--- config.mk ---
export PLATFORM = sky130hd
export DESIGN_NAME = coax_tx_feeder
export DESIGN_NICKNAME = d
export VERILOG_FILES = /design/src/rtl/coax_tx_feeder.sv
export SDC_FILE = /design/constraint.sdc
export NUM_CORES = 1
export LEC_CHECK = 0
export BUFFER_PORTS_ARGS = -buffer_cell sky130_fd_sc_hd__buf_4
export CAP_MARGIN = 5
export CORE_ASPECT_RATIO = 0.9
export CORE_UTILIZATION = 40
export CTS_BUF_LIST = sky130_fd_sc_hd__clkbuf_16
export DETAILED_ROUTE_END_ITERATION = 10
export PLACE_DENSITY_LB_ADDON = 0.1
export SYNTH_ARGS = -nofsm -noshare
export SYNTH_HDL_FRONTEND = slang
export SYNTH_SLANG_ARGS = --single-unit
--- constraint.sdc ---
create_clock -name clk -period 4.7 [get_ports clk]
set_clock_uncertainty 0.2 [all_clocks]
set_input_delay 0.235 -clock clk [delete_from_list [all_inputs] [get_ports clk]]
set_output_delay 0.235 -clock clk [all_outputs]
set_load 0.02 [all_outputs]
--- src/rtl/coax_tx_feeder.sv ---
// Buffered front end for coax_tx: a word FIFO plus a pacing FSM that turns the buffered
// words into one frame of edge-sensitive load strobes, honouring the transmitter's full/active.
module coax_tx_feeder #(
   parameter int unsigned DEPTH = 16
) (
   input  logic                     clk,
   input  logic                     reset,
   input  logic [9:0]               write_data,
   input  logic                     write_strobe,
   input  logic                     start,
   input  logic                     tx_full,
   input  logic                     tx_active,
   output logic                     tx_load,
   output logic [9:0]               tx_data,
   output logic                     fifo_empty,
   output logic                     fifo_full,
   output logic [$clog2(DEPTH):0]   fifo_count,
   output logic                     busy,
   output logic                     frame_done,
   output logic                     overflow
);

   localparam int unsigned AW = $clog2(DEPTH);
   localparam int unsigned CW = AW + 1;
   localparam logic [CW-1:0] DepthCnt = CW'(DEPTH);

   typedef enum logic [2:0] {StIdle, StLoad, StGap, StCheck, StDrain} state_e;

   state_e          state_q;
   logic            seen_active_q;
   logic [9:0]      mem [DEPTH];
   logic [AW-1:0]   wr_ptr_q;
   logic [AW-1:0]   rd_ptr_q;
   logic [CW-1:0]   count_q;
   logic            wr_ok;
   logic            pop;

   // Acceptance depends only on occupancy at the start of the cycle, so a pop in the
   // same cycle never rescues a write into a full FIFO.
   assign wr_ok = write_strobe && (count_q < DepthCnt);
   assign pop   = (state_q == StLoad);

   assign fifo_empty = (count_q == '0);
   assign fifo_full  = (count_q == DepthCnt);
   assign fifo_count = count_q;
   assign busy       = (state_q != StIdle);

   always_ff @(posedge clk) begin
      if (wr_ok) begin
         mem[wr_ptr_q] <= write_data;
      end
   end

   always_ff @(posedge clk) begin
      if (reset) begin
         wr_ptr_q <= '0;
         rd_ptr_q <= '0;
         count_q  <= '0;
         overflow <= 1'b0;
      end else begin
         if (wr_ok) begin
            wr_ptr_q <= wr_ptr_q + 1'b1;
         end
         if (pop) begin
            rd_ptr_q <= rd_ptr_q + 1'b1;
         end
         if (wr_ok && !pop) begin
            count_q <= count_q + 1'b1;
         end else if (!wr_ok && pop) begin
            count_q <= count_q - 1'b1;
         end
         if (write_strobe && !wr_ok) begin
            overflow <= 1'b1;
         end
      end
   end

   // The head word is latched on the transition into LOAD; the pop happens during LOAD,
   // so CHECK sees the post-pop occupancy.
   always_ff @(posedge clk) begin
      if (reset) begin
         state_q       <= StIdle;
         tx_load       <= 1'b0;
         tx_data       <= '0;
         frame_done    <= 1'b0;
         seen_active_q <= 1'b0;
      end else begin
         tx_load    <= 1'b0;
         frame_done <= 1'b0;
         case (state_q)
            StIdle: begin
               if (start && !fifo_empty && !tx_active) begin
                  state_q       <= StLoad;
                  tx_load       <= 1'b1;
                  tx_data       <= mem[rd_ptr_q];
                  seen_active_q <= 1'b0;
               end
            end
            StLoad: begin
               if (tx_active) seen_active_q <= 1'b1;
               state_q <= StGap;
            end
            StGap: begin
               if (tx_active) seen_active_q <= 1'b1;
               state_q <= StCheck;
            end
            StCheck: begin
               if (tx_active) seen_active_q <= 1'b1;
               if (fifo_empty) begin
                  state_q <= StDrain;
               end else if (!tx_full) begin
                  state_q <= StLoad;
                  tx_load <= 1'b1;
                  tx_data <= mem[rd_ptr_q];
               end
            end
            StDrain: begin
               if (tx_active) begin
                  seen_active_q <= 1'b1;
               end else if (seen_active_q) begin
                  frame_done <= 1'b1;
                  state_q    <= StIdle;
               end
            end
            default: state_q <= StIdle;
         endcase
      end
   end

endmodule

---- After elaboration in Yosys (flattened, before gate mapping) ----
Memories as Yosys holds them, arrays and structs flattened. A register that Yosys moved wholly into a read port is not among the register bits.
Index checks and enable logic that the tools add are counted.
word-level totals
  bits in registers ....................... 30
  bits in writable memories ............... 160
  output and inout bits ................... 21
  memories kept ........................... 1
memory list
  memory  words  width  read ports  clocked after memory_dff  wr ports  line  source
  mem     16     10     1           1                         1         31    logic [9:0] mem [DEPTH];
cells by class
  add/sub/neg operators ................... 4
  order comparisons ....................... 1
  equal/unequal tests ..................... 12
  multiplexer cells ....................... 24
  bitwise operators ....................... 1
  reduce and logical (&&, ||, !) cells .... 21
operator list
  kind                                                 number
  2-to-1 mux 10 bit                                    3
  one-hot mux 10 bit (2 select lines)                  1
  2-to-1 mux 3 bit                                     5
  one-hot mux 3 bit (5 select lines)                   1
  2-to-1 mux 5 bit                                     2
  inequality test 2 bit, second input constant         5
  adder 4 x 1 -> 4 bit, second input constant          2
  2-to-1 mux 1 bit                                     8
  2-to-1 mux 4 bit                                     2
  AND reduction 4 bit                                  2
  equality test 3 x 2 -> 1 bit, second input constant  2
  logical AND 1 bit                                    6
  nonzero test 2 bit                                   3
  adder 5 x 1 -> 5 bit, second input constant          1
  equality test 5 bit, second input constant           1
  zero test 5 bit                                      1
  less-than comparator 5 bit, second input constant    1
  subtractor 5 x 1 -> 5 bit, second input constant     1
  zero test 1 bit                                      4
  one-hot mux 1 bit (2 select lines)                   2
  OR reduction 4 bit                                   1
  equality test 3 x 1 -> 1 bit, second input constant  1
  equality test 3 bit, second input constant           1
  zero test 3 bit                                      1
  6 further kinds                                      6

---- Depth between registers and ports, before layout ----
Gate-level depths: netlist (run 1).
  depth in word-level cells ............... 6
  mapped depth ............................ 9
  mapped depth without buffers ............ 9

---- Least setup slack after synthesis (run 1) ----
No wires, ideal clock.
  path type ............................... register to register
  from .................................... register state_q[0]
  to ...................................... register count_q[4] (netlist: fifo_count[4])
  setup time .............................. 121 ps
  arrival time ............................ 2,459 ps
  required time ........................... 4,379 ps
  path slack .............................. 1,921 ps
  cell stages (with the launch flop) ...... 10
  buffers on the path ..................... 0
  period minus slack after synthesis ...... 2,779 ps
  cell sequence ........................... dfxtp_1 nor3b_1 inv_1 ha_1 inv_1 ha_1 a21o_1 a21oi_1 mux2i_1 mux2_2
on the way
  longest elaborated chain between the ends .. 4
  elaborated cells on any way between the ends .. 6
RTL lines
  what                                                    line  source
  from (decl)                                             29    state_e state_q;
  from (signal assigned)                                  82    state_q <= StIdle;
  from (signal assigned)                                  93    state_q <= StLoad;
  from (signal assigned)                                  101   state_q <= StGap;
  equality test 3 x 1 -> 1 bit *                          41    assign pop = (state_q == StLoad);
  zero test 1 bit                                         67    if (wr_ok && !pop) begin
  logical AND 1 bit                                       67
  2-to-1 mux 5 bit or nonzero test 2 bit (tied branches)  n/a
  to (signal assigned)                                    68    count_q <= count_q + 1'b1;
  to (signal assigned)                                    70    count_q <= count_q - 1'b1;
  to (decl)                                               34    logic [CW-1:0] count_q;
Every way passes the cells marked *; elsewhere a longest branch is shown, timed or not.
A chain may end at the register's enable or synchronous reset.

---- Worst setup path after layout (run 1) ----
Same ends and word-level chain as after synthesis.

==> results of run 1 <==
==> routing by layer <==
metal  vias up  track usage [%]  wire length, microns
met1      2047             23.2                  7350
met5         -                0                     0
met4         0             4.98                   172
met2       105             29.3                  8110
met3        12             4.38                   933
li1       1799                -                     -
==> power by group <==
| group | switching, mW | internal (mW) | leakage, nW | total (mW) |
|---|---|---|---|---|
| Clock | 0.653 | 0.855 | 0.299 | 1.51 |
| Sequential | 0.116 | 1.96 | 1.72 | 2.08 |
| Combinational | 0.355 | 0.301 | 1.04 | 0.656 |
| Total | 1.12 | 3.12 | 3.06 | 4.24 |
==> final cells by class <==
| cell class | count | area, sq um | share of cell area (%) |
|---|---|---|---|
| Timing Repair Buffer | 71 | 588 | 6.50 |
| Inverter | 9 | 33.8 | 0.373 |
| Sequential cell | 194 | 5490 | 60.7 |
| Tap cell | 245 | 307 | 3.39 |
| Clock inverter | 15 | 198 | 2.19 |
| Clock buffer | 17 | 425 | 4.70 |
| Multi-Input combinational cell | 198 | 2000 | 22.2 |
==> synthesized netlist by cell type (all sizes together) (2+ instances only) <==
cell,number
nor2,35
a211o,10
clkbuf,8
a21o,3
a21oi,8
o221ai,2
nor2b,3
mux4,40
nand4,2
nor3,25
xnor2,3
inv,9
nand2b,3
xor2,6
ha,9
dfxtp,34
nand2,10
nor3b,2
o21ai,2
mux2i,23
buf,13
edfxtp,160
==> flip-flops by register name, summed over array words and instances (netlist names), named ones only <==
register       flops
fifo_count         5
mem              160
overflow           1
tx_load            1
tx_data           10
frame_done         1
wr_ptr_q           4
rd_ptr_q           4
seen_active_q      1
state_q            3
==> worst max path at each step <==
stage / slack (ns) / depth (start not counted) / to / start
detailed placement: 1.60 / 9 / fifo_count[4] / state_q[0]
global route: 1.42 / 9 / fifo_count[4] / state_q[0]
floorplan: 1.92 / 9 / fifo_count[4] / state_q[0]
global placement: 1.68 / 9 / fifo_count[4] / state_q[0]
finish: 1.60 / 9 / fifo_count[4] / state_q[0]
CTS: 1.58 / 9 / fifo_count[4] / state_q[0]
==> kinds of logic (layout without fill, tap and decap cells) <==
group	count (synthesis)	count (layout)
muxes	64	64
and+or+nand+nor	87	87
DFF	194	194
xor gates and xnor gates	9	9
AOI/OAI and AO/OA	28	28
buffers and inverters	31	112
adders and majority gates	10	10
==> worst register-to-register path: stages, from the launching register on <==
cell	delay (ns)
dfxtp_1	0.43
nor3b_1	0.60
inv_1	0.11
ha_1	0.24
inv_1	0.15
ha_1	0.30
a21o_1	0.20
a21oi_1	0.18
mux2i_1	0.24
mux2_2	0.35
==> metrics by stage <==
| stage | total power [mW] | hold slack [ns] | instances | utilization (%) |
|---|---|---|---|---|
| 6_report | 4.24 | 0.176 | 749 | 48.7 |
| 3_3_place_gp | 2.75 | 0.248 | 700 | 44.4 |
| 4_1_cts | 4.29 | 0.185 | 749 | 48.7 |
| 5_1_grt | 4.41 | 0.205 | 749 | 48.7 |
| 2_1_floorplan | 2.52 | 0.134 | 423 | - |
| 3_5_place_dp | 2.76 | 0.255 | 700 | 44.4 |
==> impl_metrics.yaml, run 1 <==
run_status:
  status: "complete, no violations"
critical_path:
  critPathKind: "reg -> reg"
  critPathMaxStageDelay_ns: 0.60
  cp_num_buf_inv: 2
  r2r-end: "fifo_count[4]"
  required_ns: 4.83
  crit_family: "simple AND/OR/NAND/NOR gates"
  crit_path_cell_trace: "nor3b_1, inv_1, ha_1, inv_1, ha_1, a21o_1, a21oi_1, mux2i_1, mux2_2"
  cp_data_arrival_time_ns: 3.23
  r2r_slack_ns: 1.60
  critical_path.endpoint_type: "flip-flop"
  worstPathMaxFanout: 7
  crit_path_top_delay_cell: "nor3b_1"
  rr_worst_depth: 9
  start_kind: "flip-flop"
  timing.rr.start: "state_q[0]"
global_routing:
  grt_pass1_vias: 4033
  globalRoute.totalOverflow: 0
  grt_start_max_net_pins: 29
  grt_usage_pct: 17.7
  antenna_found_initial: 0
  grt_pass1_wl_microns: 24600
final_layout:
  diodes: 0
  final_area_sq_um: 9040
  final_common_cell: "edfxtp_1"
  areaGrowthSynthToFinish_pct: 18.0
  nFillCells: 1597
  drive_gt1_share_pct: 27.4
  final_cell_mix: "160 x edfxtp_1, 53 x buf_4, 40 x mux4_2"
  layout.nets: 517
detailed_routing:
  ant_nets: 0
  routed_wl_microns: 16600
  drtPass1Iterations: 4
  wl_per_cell_microns: 22.1
  drt_iter0_drc: 338
  drc: 0
  via_per_inst: 5.29
  via_count: 3963
synthesis:
  syn-num-nets: 449
  yosys.area.top_type_share_pct: 62.7
  synth_compound_gate_area_share_pct: 2.82
  yosys.area_share.simple_pct: 5.67
  yosysTopAreaCell: "edfxtp_1"
  ys_top_cells_by_area: "edfxtp_1 63%, mux4_2 12%, dfxtp_1 8.9%, mux2i_1 3.0%, nor2_1 1.7%"
  synth_xor_area_share_pct: 1.03
  async_flop_share_pct: 0
  synthMuxAreaShare_pct: 14.9
  ys_types: 41
  synth_edf_count: 160
  syn_avg_cell_area_sq_um: 18.1
  synthFlopType: "edfxtp_1"
  ys_warn_count: 0
  netlist_area_sq_um: 7660
  synth_fa_ha_area_share_pct: 1.73
  ys_seq_area_share_pct: 71.6
  synth-seq-cells: 194
  synth_cells: 423
  synth_top_family_by_area: "multiplexers"
timing:
  setup_violations: 0
  drv_slew: 0
  fin_crit_sh_pct: 65.9
  fin_ws_ns: 1.60
  relSlewSlack_pct: 35.6
  fmax_ghz: 0.323
  rsz0062_at_grt: "false"
  tns_ns: 0
  hold_viol: 0
  fin_crit_ns: 3.10
  max_slew.worst_pin.slew_ns: 0.959
placement:
  dp_slack_ns: 1.60
  place_hpwl_microns: 10500
  port_buffers: 36
  place_area_sq_um: 8250
  gp_congestion: 0.813
min_path:
  min_to: "state_q[0]"
  whs_path_depth: 5
  worstHoldStart: "start"
  hold_class: "in -> reg"
die:
  top_level_ports: 37
  dieArea_sq_um: 19700
  chipWidth_microns: 148
  core_area_sq_um: 18600
  start_util_pct: 41.2
  dieHeight_microns: 133
  fp-row-count: 47
run:
  max_cap_violations: 0
clock_network:
  post_cts_buffers: 0
  cts_tree: "done"
  path_clk_slew_ns: 0.07
  numClockSinks: 194
  cts_resized: 0
  cts_buffer_depth: 2
  htree_levels: 4
  cts_buffers: 17
  clk_latency_ns: 0.43
  root_buffer: "clkbuf_16"
  cts_hold_buf: 17
power:
  p_per_area_nw_per_um2: 469
  p_leak_nw: 3.06
  vdd_ir_drop_max_mv: 0.279
Note: power is estimated with default switching activity, not from simulation.
==> run 2, diff against run 1 <==
--- a/config.mk
+++ b/config.mk
@@ -5,6 +5,7 @@
 export SDC_FILE = /design/constraint.sdc
 export NUM_CORES = 1
 export LEC_CHECK = 0
+export ABC_AREA = 1
 export BUFFER_PORTS_ARGS = -buffer_cell sky130_fd_sc_hd__buf_4
 export CAP_MARGIN = 5
 export CORE_ASPECT_RATIO = 0.9
==> constraint.sdc (replaced) <==
create_clock -name clk -period 2.6 [get_ports clk]
set_clock_uncertainty 0.2 [all_clocks]
set_input_delay 0.13 -clock clk [delete_from_list [all_inputs] [get_ports clk]]
set_output_delay 0.13 -clock clk [all_outputs]
set_load 0.02 [all_outputs]
==> impl_metrics.yaml, run 2 <==
synthesis:
  ys_top_cells_by_area: "edfxtp_1 56%, nand2_1 12%, dfxtp_1 8.0%, nand3_1 7.0%, inv_1 5.9%"
  synth_top_family_by_area: "simple AND/OR/NAND/NOR gates"
  synth_fa_ha_area_share_pct: 1.55
  yosys.area_share.simple_pct: 23.4
  ys_seq_area_share_pct: 64.3
  synth_xor_area_share_pct: 0.616
  synth-seq-cells: 194
  ys_types: 32
  synth_cells: 868
  synth_edf_count: 160
  synthMuxAreaShare_pct: 0
  synth.most_common_cell: "nand2_1"
  synth_commonest_cells: "283 x nand2_1, 160 x edfxtp_1, 135 x inv_1"
  synthFlopType: "edfxtp_1"
  ys_warn_count: 0
  synth_compound_gate_area_share_pct: 1.58
  syn_avg_cell_area_sq_um: 9.83
  syn-num-nets: 894
  yosys.area.top_type_share_pct: 56.3
  netlist_area_sq_um: 8530
  async_flop_share_pct: 0
  yosysTopAreaCell: "edfxtp_1"
power:
  p_leak_nw: 4.32
  p_clk_share_pct: 28.0
  power_frac_comb_pct: 30.0
  netSwitchingFraction_pct: 34.5
  p_int_mw: 5.77
  power_frac_seq_pct: 42.0
  total_power_mw: 8.80
  vdd_ir_drop_max_mv: 0.435
  p_sw_mw: 3.04
  p_per_area_nw_per_um2: 892
die:
  top_level_ports: 37
  core_area_sq_um: 20800
  fp-row-count: 50
  dieArea_sq_um: 21900
  start_util_pct: 41.0
  chipWidth_microns: 156
  dieHeight_microns: 141
detailed_routing:
  drtPass1Iterations: 5
  drc: 0
  wl_per_cell_microns: 16.3
  routed_wl_microns: 20000
  via_per_inst: 4.73
  via_count: 5796
  drt_iter0_drc: 404
  ant_nets: 0
final_layout:
  diodes: 0
  final_common_cell: "nand2_1"
  largest_reg_flops: 160
  nFillCells: 1940
  regMostFlops: "mem"
  multiInputGateArea_sq_um: 2320
  final_cell_mix: "283 x nand2_1, 160 x edfxtp_1, 136 x inv_1"
  areaGrowthSynthToFinish_pct: 15.6
  drive_gt1_share_pct: 11.9
  layout.nets: 954
  seqCellArea_sq_um: 5490
critical_path:
  crit_path_top_delay_cell: "dfxtp_1"
  critPathKind: "reg -> reg"
  start_kind: "flip-flop"
  rr_worst_depth: 11
  worstPathMaxFanout: 4
  crit_path_cell_trace: "inv_1, nor3_2, inv_1, ha_1, inv_1, ha_1, a21oi_1, nand2_1, xor2_1, o21ai_0, inv_1"
  critPathMaxStageDelay_ns: 0.38
  required_ns: 2.73
  critical_path.endpoint_type: "flip-flop"
  cp_data_arrival_time_ns: 2.44
  cp_common_cell: "inv_1"
timing:
  fin_crit_ns: 2.31
  fin_crit_sh_pct: 89.0
  relSlewSlack_pct: 46.4
  setup_violations: 0
  fin_ws_ns: 0.286
  fmax_ghz: 0.432
  rsz0062_at_grt: "false"
  drv_slew: 0
  tns_ns: 0
  max_slew.worst_pin.slew_ns: 0.804
  hold_viol: 0
clock_network:
  clk_latency_ns: 0.43
  post_cts_buffers: 0
  cts_buffers: 17
  cts_hold_buf: 15
  cts_buffer_depth: 2
  cts_resized: 0
  htree_levels: 4
  root_buffer: "clkbuf_16"
  path_clk_slew_ns: 0.07
  numClockSinks: 194
  cts_tree: "done"
min_path:
  hold_class: "in -> reg"
  whs_path_depth: 5
global_routing:
  grt_start_max_net_pins: 81
  grt_busiest_layer: "met2"
  use_met2_pct: 31.9
  globalRoute.totalOverflow: 0
  grt_pass1_vias: 5767
  grtUsageMet3_pct: 3.81
  grt_use_met1_pct: 27.5
  grt_usage_pct: 19.9
  grt_pass1_wl_microns: 32200
  antenna_found_initial: 0
placement:
  place_hpwl_microns: 12900
  dp_slack_ns: 0.288
  port_buffers: 36
  gp_congestion: 0.873
run:
  max_cap_violations: 0
run_status:
  status: "complete, no violations"
run 2: changes by cell type after synthesis, sizes merged, moves of 7 or more:
cell / previous run / this run
a211o: 10 / 0
inv: 9 / 137
buf: 13 / 28
mux2i: 23 / 0
a21oi: 8 / 15
nor3: 25 / 2
mux4: 40 / 0
nand2: 10 / 284
o21ai: 2 / 9
nand3: 0 / 130
run 2: critical path: cells and delay by family (launching register included):
| family | cells | cell delay, ns |
|---|---|---|
| xor+xnor | 1 | 0.14 |
| fa+ha+maj | 2 | 0.54 |
| simple gates | 2 | 0.24 |
| compound gates | 2 | 0.31 |
| flops | 1 | 0.38 |
| buf+inv | 4 | 0.40 |
run 2: cells by family (layout without fill, tap and decap cells):
group / Yosys count / count (layout)
compound gates: 26 / 26
xor+xnor: 6 / 6
fa+ha+maj: 10 / 10
buf+inv: 175 / 247
flops: 194 / 194
simple gates: 457 / 457
run 2: worst paths after layout:
check	from	to	slack, ns
max reg2reg	state_q[0]	fifo_count[3]	0.29
min reg2reg	seen_active_q	frame_done	0.26
max	state_q[0]	fifo_count[3]	0.29
min	start	tx_load	0.08
run 2: through the flow:
step,utilization (%),cell area [sq um],hold WS [ns],std cells
CTS,47.4,9870,0.0671,1226
floorplan,-,8530,0.0289,868
detailed placement,44.1,9180,0.175,1180
finish,47.4,9870,0.0829,1226
global route,47.4,9870,0.119,1226
global placement,44.1,9180,0.190,1180
run 2: final cells by class:
cell class	instances	share of cell area, %
Multi-Input combinational cell	499	23.5
Timing Repair Buffer	77	6.49
Sequential cell	194	55.6
Clock inverter	14	1.18
Inverter	139	5.31
Clock buffer	17	4.31
Tap cell	286	3.63
run 2: layer usage:
layer,part of all wire (%),vias to the layer above
met1,48,2764
met4,1.3,0
li1,-,2906
met3,4.0,23
met2,47,103
met5,0,-
run 2: power by group through the flow:
stage	Sequential, mW	Clock (mW)	Combinational, mW
after floorplan	3.82	0	1.80
after global placement	3.75	0	2.60
after detailed placement	3.77	0	2.64
after CTS	3.70	2.51	2.67
after global routing	3.72	2.64	2.98
final	3.70	2.46	2.64
==> run 3, diff against run 2 <==
--- a/config.mk
+++ b/config.mk
@@ -8,11 +8,14 @@
 export ABC_AREA = 1
 export BUFFER_PORTS_ARGS = -buffer_cell sky130_fd_sc_hd__buf_4
 export CAP_MARGIN = 5
+export CELL_PAD_IN_SITES_DETAIL_PLACEMENT = 1
+export CELL_PAD_IN_SITES_GLOBAL_PLACEMENT = 2
 export CORE_ASPECT_RATIO = 0.9
-export CORE_UTILIZATION = 40
+export CORE_UTILIZATION = 36
 export CTS_BUF_LIST = sky130_fd_sc_hd__clkbuf_16
 export DETAILED_ROUTE_END_ITERATION = 10
 export PLACE_DENSITY_LB_ADDON = 0.1
+export REMOVE_ABC_BUFFERS = 1
 export SYNTH_ARGS = -nofsm -noshare
 export SYNTH_HDL_FRONTEND = slang
 export SYNTH_SLANG_ARGS = --single-unit
==> impl_metrics.yaml, run 3 (synthesis results as in run 2) <==
min_path:
  hold_class: "in -> reg"
detailed_routing:
  drtPass1Iterations: 5
  drt_iter0_drc: 312
  wl_per_cell_microns: 18.3
  drc: 0
  routed_wl_microns: 22900
  via_per_inst: 4.79
  ant_nets: 0
  via_count: 5990
clock_network:
  cts_resized: 0
  path_clk_slew_ns: 0.07
  clk_latency_ns: 0.43
  post_cts_buffers: 0
  cts_hold_buf: 15
  htree_levels: 4
  cts_tree: "done"
  root_buffer: "clkbuf_16"
  cts_buffers: 17
  numClockSinks: 194
  cts_buffer_depth: 2
timing:
  fmax_ghz: 0.431
  fin_crit_sh_pct: 89.2
  max_slew.worst_pin.slew_ns: 0.580
  hold_viol: 0
  fin_crit_ns: 2.32
  drv_slew: 0
  fin_ws_ns: 0.281
  setup_violations: 0
  relSlewSlack_pct: 61.1
  worst_hold_slack_ns: 0.0844
  tns_ns: 0
  rsz0062_at_grt: "false"
global_routing:
  grt_start_max_net_pins: 81
  grt_pass1_vias: 6145
  grt_usage_pct: 20.1
  globalRoute.totalOverflow: 0
  antenna_found_initial: 0
  grt_pass1_wl_microns: 35500
critical_path:
  critPathKind: "reg -> reg"
  start_kind: "flip-flop"
  crit_path_cell_trace: "inv_1, nor3_2, inv_1, ha_1, inv_1, ha_1, a21oi_1, nand2_1, xor2_1, o21ai_0, inv_1"
  cp_num_buf_inv: 4
  cp_data_arrival_time_ns: 2.45
  crit_family: "adder cells"
  critical_path.endpoint_type: "flip-flop"
  cp_common_cell: "inv_1"
  critPathMaxStageDelay_ns: 0.39
  worstPathMaxFanout: 4
  required_ns: 2.73
  crit_path_top_delay_cell: "dfxtp_1"
final_layout:
  areaGrowthSynthToFinish_pct: 17.6
  regMostFlops: "mem"
  diodes: 0
  largest_reg_flops: 160
  final_common_cell: "nand2_1"
  fin_util_pct: 43.0
  nFillCells: 2606
  final_cell_mix: "283 x nand2_1, 160 x edfxtp_1, 137 x inv_1"
  drive_gt1_share_pct: 12.8
  layout.nets: 961
placement:
  place_hpwl_microns: 14700
  dp_slack_ns: 0.278
  port_buffers: 36
  gp_congestion: 0.803
run:
  max_cap_violations: 0
power:
  p_per_area_nw_per_um2: 922
  p_leak_nw: 4.41
  vdd_ir_drop_max_mv: 0.406
  total_power_mw: 9.25
die:
  dieHeight_microns: 148
  core_area_sq_um: 23300
  start_util_pct: 36.6
  top_level_ports: 37
  fp-row-count: 53
  chipWidth_microns: 164
  dieArea_sq_um: 24300
run_status:
  status: "complete, no violations"
## run 3: area by class of cell
| type | instances | area, sq um | share of cell area (%) |
|---|---|---|---|
| tap | 302 | 378 | 3.77 |
| sequential | 194 | 5490 | 54.7 |
| clock buffer | 17 | 425 | 4.24 |
| timing repair buffer | 84 | 693 | 6.91 |
| inverter | 139 | 524 | 5.22 |
| multi-input combinational | 499 | 2320 | 23.1 |
| clock inverter | 15 | 209 | 2.08 |
## run 3: final timing paths
check / from / endpoint / slack (ns) / cells past startpoint
min: start / tx_load / 0.08 / 5
max reg2reg: state_q[0] / fifo_count[3] / 0.28 / 11
max: state_q[0] / fifo_count[3] / 0.28 / 11
min reg2reg: seen_active_q / frame_done / 0.28 / 2
## run 3: metrics by stage
stage / area [sq um] / cells
final: 10000 / 1250
after detailed placement: 9250 / 1203
after CTS: 10000 / 1250
after floorplan: 8330 / 832
after global routing: 10000 / 1250
after global placement: 9250 / 1203
## run 3: power breakdown
group          total [mW]  switching, mW  leakage [nW]  internal (mW)
Combinational        2.73           1.82          2.37          0.906
Sequential           3.69          0.138          1.72           3.56
Clock                2.83           1.20         0.310           1.63
## run 3: worst min-delay path, cell delays in order
cell and delay [ns]:
buf_4 0.11, inv_1 0.05, nor2_1 0.07, nand3_4 0.21, a21oi_1 0.10
## run 3: layer usage
| layer | share of wire (%) | global-route usage (%) | vias up |
|---|---|---|---|
| met4 | 1.1 | 5.37 | 0 |
| li1 | - | - | 2921 |
| met3 | 3.2 | 3.10 | 16 |
| met5 | 0 | 0 | - |
| met2 | 50 | 34.2 | 71 |
| met1 | 46 | 26.7 | 2982 |
